**src/rtl/pipe_ctrl_hazard.sv**
```systemverilog
// rtl/pipe_ctrl_hazard.sv - EX/MEM/WB control pipeline with load-use stall, ID kill and forwarding selects
module pipe_ctrl_hazard #(
  parameter int REG_AW = 5,
  parameter int CTRL_W = 8
) (
  input  logic              clk,
  input  logic              rst_n,
  input  logic              id_valid,
  input  logic [CTRL_W-1:0] id_ctrl,
  input  logic [REG_AW-1:0] id_rs1,
  input  logic [REG_AW-1:0] id_rs2,
  input  logic [REG_AW-1:0] id_rd,
  input  logic              id_use_rs1,
  input  logic              id_use_rs2,
  input  logic              flush,
  output logic              stall,
  output logic              ex_valid,
  output logic [CTRL_W-1:0] ex_ctrl,
  output logic [REG_AW-1:0] ex_rd,
  output logic [1:0]        fwd_a,
  output logic [1:0]        fwd_b,
  output logic              mem_valid,
  output logic [CTRL_W-1:0] mem_ctrl,
  output logic [REG_AW-1:0] mem_rd,
  output logic              wb_valid,
  output logic [CTRL_W-1:0] wb_ctrl,
  output logic [REG_AW-1:0] wb_rd
);

  localparam int BIT_REG_WRITE = 0;
  localparam int BIT_MEM_READ  = 2;

  localparam logic [1:0] FWD_RF  = 2'b00;
  localparam logic [1:0] FWD_MEM = 2'b10;
  localparam logic [1:0] FWD_WB  = 2'b01;

  logic              ex_valid_q, ex_valid_d;
  logic [CTRL_W-1:0] ex_ctrl_q, ex_ctrl_d;
  logic [REG_AW-1:0] ex_rd_q, ex_rd_d;
  logic [REG_AW-1:0] ex_rs1_q, ex_rs1_d;
  logic [REG_AW-1:0] ex_rs2_q, ex_rs2_d;

  logic              mem_valid_q;
  logic [CTRL_W-1:0] mem_ctrl_q;
  logic [REG_AW-1:0] mem_rd_q;

  logic              wb_valid_q;
  logic [CTRL_W-1:0] wb_ctrl_q;
  logic [REG_AW-1:0] wb_rd_q;

  logic              rs1_hit;
  logic              rs2_hit;
  logic              stall_w;
  logic [CTRL_W-1:0] id_ctrl_cap;

  // A load in EX whose result ID needs cannot be forwarded in time; hold ID one cycle.
  always_comb begin
    rs1_hit = id_use_rs1 && (id_rs1 == ex_rd_q);
    rs2_hit = id_use_rs2 && (id_rs2 == ex_rd_q);
    stall_w = id_valid && ex_valid_q && ex_ctrl_q[BIT_MEM_READ] &&
              (ex_rd_q != '0) && (rs1_hit || rs2_hit) && !flush;
  end

  always_comb begin
    id_ctrl_cap = id_ctrl;
    if (id_rd == '0) begin
      id_ctrl_cap[BIT_REG_WRITE] = 1'b0;
    end
    if (!id_valid) begin
      id_ctrl_cap = '0;
    end
  end

  always_comb begin
    ex_valid_d = id_valid;
    ex_ctrl_d  = id_ctrl_cap;
    ex_rd_d    = id_rd;
    ex_rs1_d   = id_rs1;
    ex_rs2_d   = id_rs2;
    if (flush || stall_w) begin
      ex_valid_d = 1'b0;
      ex_ctrl_d  = '0;
      ex_rd_d    = '0;
      ex_rs1_d   = '0;
      ex_rs2_d   = '0;
    end
  end

  always_ff @(posedge clk) begin
    if (!rst_n) begin
      ex_valid_q  <= 1'b0;
      ex_ctrl_q   <= '0;
      ex_rd_q     <= '0;
      ex_rs1_q    <= '0;
      ex_rs2_q    <= '0;
      mem_valid_q <= 1'b0;
      mem_ctrl_q  <= '0;
      mem_rd_q    <= '0;
      wb_valid_q  <= 1'b0;
      wb_ctrl_q   <= '0;
      wb_rd_q     <= '0;
    end else begin
      ex_valid_q  <= ex_valid_d;
      ex_ctrl_q   <= ex_ctrl_d;
      ex_rd_q     <= ex_rd_d;
      ex_rs1_q    <= ex_rs1_d;
      ex_rs2_q    <= ex_rs2_d;
      mem_valid_q <= ex_valid_q;
      mem_ctrl_q  <= ex_ctrl_q;
      mem_rd_q    <= ex_rd_q;
      wb_valid_q  <= mem_valid_q;
      wb_ctrl_q   <= mem_ctrl_q;
      wb_rd_q     <= mem_rd_q;
    end
  end

  logic mem_fwd_ok;
  logic wb_fwd_ok;

  // MEM is the younger producer, so it always beats WB for the same register.
  always_comb begin
    mem_fwd_ok = mem_valid_q && mem_ctrl_q[BIT_REG_WRITE] && (mem_rd_q != '0);
    wb_fwd_ok  = wb_valid_q && wb_ctrl_q[BIT_REG_WRITE] && (wb_rd_q != '0);

    fwd_a = FWD_RF;
    if (mem_fwd_ok && (mem_rd_q == ex_rs1_q)) begin
      fwd_a = FWD_MEM;
    end else if (wb_fwd_ok && (wb_rd_q == ex_rs1_q)) begin
      fwd_a = FWD_WB;
    end

    fwd_b = FWD_RF;
    if (mem_fwd_ok && (mem_rd_q == ex_rs2_q)) begin
      fwd_b = FWD_MEM;
    end else if (wb_fwd_ok && (wb_rd_q == ex_rs2_q)) begin
      fwd_b = FWD_WB;
    end
  end

  assign stall     = stall_w;
  assign ex_valid  = ex_valid_q;
  assign ex_ctrl   = ex_ctrl_q;
  assign ex_rd     = ex_rd_q;
  assign mem_valid = mem_valid_q;
  assign mem_ctrl  = mem_ctrl_q;
  assign mem_rd    = mem_rd_q;
  assign wb_valid  = wb_valid_q;
  assign wb_ctrl   = wb_ctrl_q;
  assign wb_rd     = wb_rd_q;

endmodule

```
**config.mk**
```make
export PLATFORM = sky130hd
export DESIGN_NAME = pipe_ctrl_hazard
export DESIGN_NICKNAME = d
export VERILOG_FILES = /design/src/rtl/pipe_ctrl_hazard.sv
export SDC_FILE = /design/constraint.sdc
export NUM_CORES = 1
export LEC_CHECK = 0
export BUFFER_PORTS_ARGS = -buffer_cell sky130_fd_sc_hd__buf_2
export CORE_MARGIN = 2
export CORE_UTILIZATION = 50
export CTS_CLUSTER_DIAMETER = 200
export CTS_CLUSTER_SIZE = 25
export DETAILED_ROUTE_END_ITERATION = 10
export GPL_TIMING_DRIVEN = 0
export PLACE_DENSITY = 0.8
export SLEW_MARGIN = 20
export SYNTH_ARGS = -nofsm -noshare
export SYNTH_HDL_FRONTEND = slang
export SYNTH_SLANG_ARGS = --single-unit
```
**constraint.sdc**
```tcl
create_clock -name clk -period 3.8 [get_ports clk]
set_input_delay 0.76 -clock clk [delete_from_list [all_inputs] [get_ports clk]]
set_output_delay 0.76 -clock clk [all_outputs]
set_load 0.01 [all_outputs]
```
==> impl_metrics.csv, run 1 <==
group,metric,value,unit
yosys,syn_inst,165,
worst_setup_path,cp_max_fo,10,
worst_hold_path,hp-class,"reg2reg",
pwr,seqPwrFrac,0.557,
pwr,p_leak,0.00128,uW
clocking,cts_resized,0,
yosys,synth_common_cells,"52 x dfxtp_1, 27 x and2_1, 22 x xor2_1",
floorplanning,die_w,65.1,um
finish,fillers,306,
grt,grt.met1_usage,0.232,
yosys,synth.distinct_cells,22,
worst_setup_path,critPathMaxStageDelay,330,ps
yosys,synth_ff_type,"dfxtp_1",
timing,skew,5.93,ps
worst_setup_path,path_class,"in2out",
clocking,cts_hold_buf,0,
clocking,clk_path_buf_depth,2,
timing,slew_violations,0,
worst_setup_path,slowest_stage,"nor4_1",
yosys,yosysWarnings,0,
grt,grt_pass1_vias,1357,
worst_setup_path,end_kind,"output pin",
run,cap_violations,0,
yosys,async_reset_ff_frac,0,
clocking,clk_latency,300,ps
yosys,netlist_top_cells_area,"dfxtp_1 56%, xor2_1 10%, and2_1 9.1%",
clocking,clk_pin_slew_worst_paths,80,ps
timing,setup_viol,0,
finish,final_nets,276,
grt,grt_pass1_wl,6170,um
floorplanning,die_area,4240,um2
pwr,power.share.switching,0.209,
worst_hold_path,hold_path_end,"wb_ctrl[3]",
clocking,cts_tree,"yes",
finish,layout-drive-gt1-share,0.407,
route,drc,0,
grt,grt_overflow,0,
worst_setup_path,cpMostUsedCell,"buf_2",
route,via_count,1392,
route,drt.antenna.violating_nets,0,
worst_setup_path,reg2reg_depth,6,
pwr,comb_power_share,0.070,
yosys,avgSynthCellArea,11.3,um2
timing,worst_pin_slew,380,ps
route,initialDrtViolationCount,30,
worst_setup_path,worstPathRequired,3040,ps
finish,syn_to_final_growth,29.8,%
yosys,yosysMostFrequentCell,"dfxtp_1",
grt,antenna_found_initial,0,
clocking,cts_buffers,5,
timing,period_share,0.746,
route,firstDrtPassIters,4,
pwr,p_switching,215,uW
grt,grt_max_degree,17,
pwr,power.density,424,nW/um2
worst_setup_path,reg2reg_from,"ex_rd[3]",
pwr,pwr-share-clk,0.373,
route,wire_per_inst,12.6,um
outcome,status,"finished, final reports clean",
timing,rsz0062_at_grt,"no",
worst_setup_path,critPathLaunchType,"input port",
clocking,cts_setup_buffers,0,
floorplanning,core,3630,um2
worst_hold_path,worstHoldStart,"mem_ctrl[3]",
worst_setup_path,crit_arrival,2070,ps
worst_setup_path,r2r_end,"ex_rs1_q[4]",
floorplanning,start_util,0.513,
placement,post-dp-hpwl,2990,um
placement,io_buffers,75,
clocking,cts.sinks,52,
timing,min_period,2830,ps
pwr,fin_total_pwr,1030,uW
route,vias_per_cell,4.70,
worst_setup_path,r2r_setup_slack,2090,ps
worst_hold_path,hold_depth,1,
yosys,synth_largest_area_cell,"dfxtp_1",
floorplanning,num_rows,22,
yosys,syn_nets,194,
finish,design_area,2420,um2
route,wl,3730,um
yosys,synth_top_area_frac,0.558,
grt,grt_util_met3,0.0382,
timing,fmax,353,MHz
grt,busiest_layer,"met2",
yosys,ys_seq_area_frac,0.558,
clocking,htreeDepth,2,
timing,tns,0,ps
clocking,cts_root_buf,"clkbuf_8",
placement,globalplace.congestion,0.830,
timing,hold_viol_final,0,
timing,relSlewSlack,0.744,
worst_setup_path,startpoint,"id_rs1[3]",
worst_setup_path,crit_chain,"buf_2 > xor2_1 > nor4_1 > nand3_1 > a21o_2 > buf_6 > nor2_1 > buf_2",
pwr,power.internal,812,uW
pwr,ir_drop,291,uV
grt,grt.met2_usage,0.323,
yosys,synth_seq_cells,52,
yosys,netlist_area,1870,um2
yosys,synth_edf_count,0,
grt,grt_util_all_layers,0.194,
floorplanning,die_h,65.1,um
placement,placement.cell_area,2300,um2
floorplanning,io_pins,76,
finish,diodes,0,
[cells by family (layout without fill, tap and decap cells)]
family                    Yosys count  count (layout)  synth area share
AOI/OAI and AO/OA                   5               5            0.0201
xor gates and xnor gates           30              30             0.141
buffers and inverters               7              90            0.0221
DFF                                52              52             0.558
and+or+nand+nor                    71              71             0.259
[registers in the layout (all words and copies together) (netlist names)]
name / count
ex_rs1_q: 5
ex_valid: 1
mem_ctrl: 8
mem_valid: 1
mem_rd: 5
ex_ctrl: 8
wb_ctrl: 8
wb_rd: 5
wb_valid: 1
ex_rd: 5
ex_rs2_q: 5
[cell usage in the layout, fill, tap and decap left out]
| master | instances |
|---|---|
| a21o_2 | 1 |
| and2_1 | 27 |
| and2_2 | 1 |
| and3_1 | 7 |
| and3_2 | 8 |
| and4_1 | 2 |
| and4_2 | 5 |
| buf_2 | 75 |
| buf_6 | 2 |
| bufinv_16 | 1 |
| clkbuf_1 | 5 |
| clkbuf_8 | 6 |
| clkinv_4 | 1 |
| dfxtp_1 | 52 |
| nand2_1 | 1 |
| nand3_1 | 4 |
| nor2_1 | 1 |
| nor2b_1 | 2 |
| nor3b_2 | 1 |
| nor4_1 | 6 |
| o2111ai_1 | 1 |
| o211ai_1 | 2 |
| o21ai_0 | 1 |
| or4_1 | 6 |
| xnor2_1 | 8 |
| xor2_1 | 22 |
[area by class of cell]
| cell class | instances | area [um2] | share of cell area |
|---|---|---|---|
| clock buffer | 6 | 82.6 | 0.0341 |
| tap | 48 | 60.1 | 0.0248 |
| buffer | 7 | 41.3 | 0.0170 |
| timing repair buffer | 75 | 375 | 0.155 |
| sequential | 52 | 1040 | 0.430 |
| multi-input combinational | 106 | 783 | 0.323 |
| clock inverter | 2 | 38.8 | 0.0160 |
[critical path, delay by kind of cell]
kind,cells,cell delay [ps]
AO/OA/AOI/OAI,1,270
XOR/XNOR,1,140
buffers and inverters,3,390
AND/OR/NAND/NOR,3,510
[metrics by stage]
stage	hold slack, ps	utilization	setup WS (ps)	cells
floorplan	504	-	1260	165
global placement	440	0.633	942	288
detailed placement	438	0.633	950	288
CTS	458	0.667	946	296
global route	481	0.667	879	296
finish	461	0.667	966	296
[routing by layer]
layer  share of wire  vias up
li1                -      728
met1            0.44      607
met2            0.48       51
met3           0.058        6
met4           0.017        0
met5               0        -
[power by group through the flow]
stage	Sequential (uW)	Clock, uW	Combinational (uW)
after floorplan	587	0	33.6
after global placement	584	0	70.7
after detailed placement	585	0	72.2
after CTS	572	392	72.8
after global routing	574	413	80.4
final	572	383	71.9
[how the worst max path moves through the flow]
stage,slack [ps],to,cells after the start
2_1_floorplan,1260,stall,6
3_3_place_gp,940,stall,8
3_5_place_dp,950,stall,8
4_1_cts,950,stall,8
5_1_grt,880,stall,8
6_report,970,stall,8
No activity file was read; power rests on OpenSTA's default activity.
==> run 2: changes to the inputs <==
--- a/config.mk
+++ b/config.mk
@@ -5,14 +5,15 @@
 export SDC_FILE = /design/constraint.sdc
 export NUM_CORES = 1
 export LEC_CHECK = 0
+export ABC_AREA = 1
 export BUFFER_PORTS_ARGS = -buffer_cell sky130_fd_sc_hd__buf_2
 export CORE_MARGIN = 2
-export CORE_UTILIZATION = 50
+export CORE_UTILIZATION = 48
 export CTS_CLUSTER_DIAMETER = 200
 export CTS_CLUSTER_SIZE = 25
 export DETAILED_ROUTE_END_ITERATION = 10
 export GPL_TIMING_DRIVEN = 0
-export PLACE_DENSITY = 0.8
+export PLACE_DENSITY = 0.76
 export SLEW_MARGIN = 20
 export SYNTH_ARGS = -nofsm -noshare
 export SYNTH_HDL_FRONTEND = slang
==> constraint.sdc (replaced) <==
create_clock -name clk -period 2.8 [get_ports clk]
set_input_delay 0.56 -clock clk [delete_from_list [all_inputs] [get_ports clk]]
set_output_delay 0.56 -clock clk [all_outputs]
set_load 0.01 [all_outputs]
==> run 2 against run 1 <==
  * Power grew 29%
  * Cell area grew 4.4%
  * Clock skew shrank 2.2 ps
  * Die area grew 11%
  * Global-route usage shrank 2.0 points
  * First-iteration DRC count grew 23%
  * Sequential cell count is the same
  * Worst setup slack lost 210 ps
  * Utilization shrank 3.4 points
  * Register-to-register slack lost 670 ps
  * Largest cell class unchanged
  * Largest power group unchanged
==> impl_metrics.csv, run 2 <==
group,metric,value,unit
route,drc,0,
finish,final_nets,365,
worst_setup_path,reg2reg_from,"ex_rd[1]",
yosys,async_reset_ff_frac,0,
grt,grt.met1_usage,0.201,
worst_setup_path,reg2reg_depth,10,
pwr,power.density,522,nW/um2
yosys,syn_inst,254,
worst_hold_path,hold_path_end,"mem_ctrl[0]",
grt,grt.met2_usage,0.296,
yosys,synth_ff_type,"dfxtp_1",
timing,tns,0,ps
pwr,ir_drop,285,uV
pwr,comb_power_share,0.092,
floorplanning,num_rows,23,
yosys,netlist_area,2000,um2
route,initialDrtViolationCount,37,
route,wl,3880,um
route,firstDrtPassIters,4,
clocking,cts_resized,0,
worst_setup_path,end_kind,"output pin",
worst_setup_path,r2r_setup_slack,1420,ps
grt,grt_pass1_wl,5920,um
clocking,cts_tree,"yes",
worst_setup_path,crit_arrival,1490,ps
timing,worst_pin_slew,266,ps
worst_setup_path,slowest_stage,"dfxtp_1",
timing,skew,3.73,ps
pwr,p_leak,0.00160,uW
timing,setup_viol,0,
pwr,fin_total_pwr,1320,uW
grt,antenna_found_initial,0,
pwr,pwr-share-clk,0.320,
grt,grt_overflow,0,
worst_setup_path,critPathMaxStageDelay,460,ps
worst_setup_path,cp_max_fo,6,
finish,fillers,383,
route,vias_per_cell,4.20,
placement,dpl.cell_count,379,
timing,slew_violations,0,
placement,globalplace.congestion,0.808,
yosys,syn_nets,283,
timing,period_share,0.731,
floorplanning,die_area,4690,um2
worst_setup_path,path_class,"reg2out",
worst_hold_path,hp-class,"reg2reg",
grt,grt_max_degree,16,
yosys,synth.distinct_cells,17,
route,wire_per_inst,10.0,um
clocking,clk_path_buf_depth,2,
placement,io_buffers,75,
run,cap_violations,0,
finish,mostFrequentLayoutCells,"78 x buf_2, 60 x nand2_1, 59 x inv_1",
clocking,cts.sinks,52,
worst_setup_path,crit_chain,"inv_2 > nand2_1 > nand2_1 > nor2_1 > nand3_1 > nand2_1 > nand2_2 > nor2_1 > buf_2",
yosys,synth_top_area_frac,0.521,
worst_setup_path,cpMostUsedCell,"nand2_1",
yosys,synth_largest_area_cell,"dfxtp_1",
placement,post-dp-hpwl,3120,um
outcome,status,"finished, final reports clean",
floorplanning,io_pins,76,
yosys,synth_seq_cells,52,
yosys,ys_seq_area_frac,0.521,
finish,multiInputGateArea,697,um2
floorplanning,die_h,68.5,um
route,drt.antenna.violating_nets,0,
clocking,clk_pin_slew_worst_paths,90,ps
finish,mostFrequentLayoutCell,"buf_2",
yosys,avgSynthCellArea,7.87,um2
clocking,htreeDepth,2,
finish,final_cells,387,
worst_setup_path,worstPathRequired,2240,ps
grt,busiest_layer,"met2",
clocking,clk_latency,290,ps
timing,min_period,2050,ps
worst_hold_path,worstHoldStart,"ex_ctrl[0]",
finish,syn_to_final_growth,26.6,%
pwr,power.internal,1020,uW
grt,grt_pass1_vias,1418,
yosys,yosysWarnings,0,
clocking,cts_hold_buf,0,
clocking,cts_root_buf,"clkbuf_8",
worst_setup_path,critPathLaunchType,"flip-flop",
floorplanning,start_util,0.500,
clocking,cts_setup_buffers,0,
finish,seq_area,1040,um2
clocking,cts_buffers,5,
timing,relSlewSlack,0.822,
grt,grt_util_met3,0.0487,
pwr,seqPwrFrac,0.588,
worst_setup_path,r2r_end,"ex_rs1_q[0]",
finish,layout-drive-gt1-share,0.297,
timing,rsz0062_at_grt,"no",
floorplanning,die_w,68.5,um
yosys,synth_common_cells,"60 x nand2_1, 59 x inv_1, 52 x dfxtp_1",
worst_hold_path,hold_depth,2,
yosys,synth_edf_count,0,
yosys,yosysMostFrequentCell,"nand2_1",
timing,hold_ws,431,ps
pwr,p_switching,306,uW
finish,utilization,0.632,
grt,grt_util_all_layers,0.174,
yosys,netlist_top_cells_area,"dfxtp_1 52%, nand2_1 11%, inv_1 11%",
finish,diodes,0,
timing,hold_viol_final,0,
floorplanning,core,4000,um2
timing,fmax,488,MHz
route,via_count,1624,
pwr,power.share.switching,0.231,
## run 2: cell types whose count changed in the layout (fill, tap and decap cells not counted), moves of 7 or more
cell / previous run / this run
xor2_1: 22 / 8
nand2_1: 1 / 60
nand4_1: 0 / 7
and3_2: 8 / 0
nor2_2: 0 / 10
nor2_1: 1 / 27
inv_1: 0 / 59
and3_1: 7 / 0
and2_1: 27 / 0
## run 2: worst max-delay path: cells and delay by family, from the launching register on
| family | cells | cell delay, ps |
|---|---|---|
| buf+inv | 2 | 190 |
| flops | 1 | 460 |
| simple gates | 7 | 540 |
## run 2: power by group through the flow
stage          sequential, uW  combinational (uW)  clock, uW
2_1_floorplan             797                68.7          0
3_3_place_gp              793                 121          0
3_5_place_dp              794                 123          0
4_1_cts                   777                 123        434
5_1_grt                   779                 139        463
6_report                  777                 122        423
## run 2: cell families after synthesis
family | after synthesis | synth area share
compound gates | 1 | 0.00250
xor+xnor | 20 | 0.0877
buf+inv | 64 | 0.130
flops | 52 | 0.521
simple gates | 117 | 0.259
## run 2: worst max path at each step
stage | endpoint | cells past startpoint | slack, ps | startpoint
floorplan | stall | 7 | 1070 | id_rs1[0]
detailed placement | stall | 9 | 820 | id_rs1[0]
finish | stall | 9 | 750 | ex_rd[1]
CTS | stall | 9 | 730 | ex_rd[1]
global route | stall | 9 | 590 | ex_rd[1]
global placement | stall | 9 | 830 | id_rs1[0]
## run 2: metal layers
metal / vias to the layer above / routed length [um]
met2: 44 / 1860
met3: 7 / 231
li1: 891 / -
met1: 682 / 1700
met4: 0 / 92
met5: - / 0
## run 2: metrics by stage
step / instance area, um2 / worst slack, ps
2_1_floorplan: 2000 / 1070
3_3_place_gp: 2440 / 833
3_5_place_dp: 2440 / 824
4_1_cts: 2530 / 727
5_1_grt: 2530 / 591
6_report: 2530 / 752
## run 2: layout make-up
type,count,share of cell area
timing repair buffer,75,0.148
clock inverter,1,0.00297
tap,50,0.0247
multi-input combinational,138,0.275
sequential,52,0.411
clock buffer,7,0.0341
buffer,4,0.0138
inverter,60,0.0890
==> run 3: changes to the inputs <==
==> constraint.sdc (replaced) <==
create_clock -name clk -period 2 [get_ports clk]
set_input_delay 0.4 -clock clk [delete_from_list [all_inputs] [get_ports clk]]
set_output_delay 0.4 -clock clk [all_outputs]
set_load 0.01 [all_outputs]
==> run 3 against run 2 <==
  * Sequential cell count stayed put
  * Worst hold slack worse by 120 ps
  * Sequential power is 40% higher
  * Combinational power is 40% higher
  * First-iteration DRC count is 2.7% lower
  * Wire length is 1.8% higher
  * Utilization is 0.19 points higher
  * Die area stayed put
  * Critical path depth is 2 lower
  * Cell area is 0.30% higher
  * Via count is 0.86% higher
  * Critical path type unchanged
==> impl_metrics.csv, run 3 (same netlist as run 2, synthesis figures left out) <==
group,metric,value,unit
worst_setup_path,slowest_stage,"dfxtp_1",
route,wire_per_inst,10.2,um
finish,syn_to_final_growth,27.0,%
clocking,cts_tree,"yes",
finish,layout-drive-gt1-share,0.315,
grt,grt_pass1_vias,1418,
placement,io_buffers,75,
worst_setup_path,r2r_setup_slack,640,ps
pwr,power.density,729,nW/um2
route,drt.antenna.violating_nets,0,
route,drc,0,
clocking,clk_pin_slew_worst_paths,90,ps
timing,rsz0062_at_grt,"no",
run,cap_violations,0,
grt,grt_max_degree,16,
floorplanning,start_util,0.500,
placement,post-dp-hpwl,3120,um
timing,period_share,0.935,
pwr,ir_drop,399,uV
clocking,cts.sinks,52,
pwr,pwr-share-clk,0.319,
worst_setup_path,critPathLaunchType,"flip-flop",
floorplanning,die_h,68.5,um
floorplanning,die_area,4690,um2
clocking,htreeDepth,2,
pwr,comb_power_share,0.092,
grt,antenna_found_initial,0,
route,via_count,1638,
timing,fmax,534,MHz
worst_setup_path,end_kind,"output pin",
clocking,clk_path_buf_depth,2,
pwr,power.internal,1420,uW
worst_hold_path,hp-class,"in2reg",
pwr,p_switching,427,uW
pwr,p_leak,0.00160,uW
finish,final_cells,387,
worst_setup_path,crit_family,"simple AND/OR/NAND/NOR gates",
floorplanning,io_pins,76,
grt,grt_util_all_layers,0.174,
floorplanning,core,4000,um2
finish,mostFrequentLayoutCells,"78 x buf_2, 60 x nand2_1, 59 x inv_1",
clocking,clk_latency,290,ps
clocking,cts_hold_buf,0,
floorplanning,num_rows,23,
route,wl,3950,um
grt,grt_pass1_wl,5920,um
clocking,cts_buffers,5,
route,firstDrtPassIters,4,
timing,skew,3.39,ps
finish,final_nets,365,
worst_setup_path,cpMostUsedCell,"nor2_1",
worst_setup_path,cp_max_fo,7,
route,initialDrtViolationCount,36,
timing,hold_viol_final,0,
worst_setup_path,cp_num_buf_inv,1,
timing,relSlewSlack,0.822,
grt,grt_overflow,0,
route,vias_per_cell,4.23,
timing,min_period,1870,ps
placement,dpl.cell_count,379,
pwr,seqPwrFrac,0.588,
clocking,cts_root_buf,"clkbuf_8",
floorplanning,die_w,68.5,um
worst_setup_path,crit_arrival,1470,ps
timing,tns,0,ps
timing,slew_violations,0,
worst_setup_path,critPathMaxStageDelay,480,ps
worst_setup_path,crit_chain,"nor2_1 > nor2_1 > nand3_1 > nand2_1 > nand2_2 > nor2_1 > buf_2",
worst_setup_path,worstPathRequired,1600,ps
pwr,power.share.switching,0.231,
finish,mostFrequentLayoutCell,"buf_2",
finish,fillers,384,
worst_setup_path,path_class,"reg2out",
timing,worst_pin_slew,266,ps
finish,diodes,0,
outcome,status,"finished, final reports clean",
timing,setup_viol,0,
placement,globalplace.congestion,0.808,
[run 3: worst paths after layout]
check	start	to	cells after the start
max	ex_rd[0]	stall	7
min	id_ctrl[2]	ex_ctrl[2]	3
max reg2reg	ex_rd[0]	ex_rd[3]	8
min reg2reg	ex_ctrl[0]	mem_ctrl[0]	2
[run 3: worst min-delay path: cells and delay by family]
family / cells / cell delay, ps
buffers and inverters: 2 / 130
AND/OR/NAND/NOR: 1 / 30
[run 3: cell type report]
class,count,area [um2],share of cell area
Clock inverter,1,7.51,0.00296
Sequential cell,52,1050,0.413
Inverter,60,225,0.0888
Timing Repair Buffer,75,375,0.148
Clock buffer,7,86.3,0.0340
Tap cell,50,62.6,0.0247
Multi-Input combinational cell,138,697,0.275
Buffer,4,35.0,0.0138
[run 3: metal layers]
layer	up-vias	wire [um]	track usage
met5	-	0	0
met3	4	221	0.0487
met2	45	1940	0.296
met1	698	1710	0.201
met4	0	70	0.0825
li1	891	-	-
[run 3: metrics by stage]
| step | total power (uW) | utilization | area, um2 | worst slack, ps | hold WS [ps] |
|---|---|---|---|---|---|
| after detailed placement | 1280 | 0.609 | 2440 | 344 | 416 |
| final | 1850 | 0.634 | 2540 | 129 | 308 |
| after CTS | 1870 | 0.632 | 2530 | 87.3 | 298 |
| after global routing | 1930 | 0.634 | 2540 | 18.1 | 305 |
| after floorplan | 1210 | - | 2000 | 449 | 459 |
| after global placement | 1280 | 0.609 | 2440 | 353 | 413 |
[run 3: power groups by stage]
stage / logic (uW) / clock network (uW) / registers, uW
6_report: 171 / 591 / 1090
5_1_grt: 195 / 648 / 1090
4_1_cts: 172 / 607 / 1090
3_5_place_dp: 172 / 0 / 1110
3_3_place_gp: 169 / 0 / 1110
2_1_floorplan: 96.2 / 0 / 1120
[run 3: repair_timing]
item	CTS	global route
setup endpoints to repair	0	2
hold endpoints to repair	0	0
gates resized for setup	0	6
setup buffers	0	0
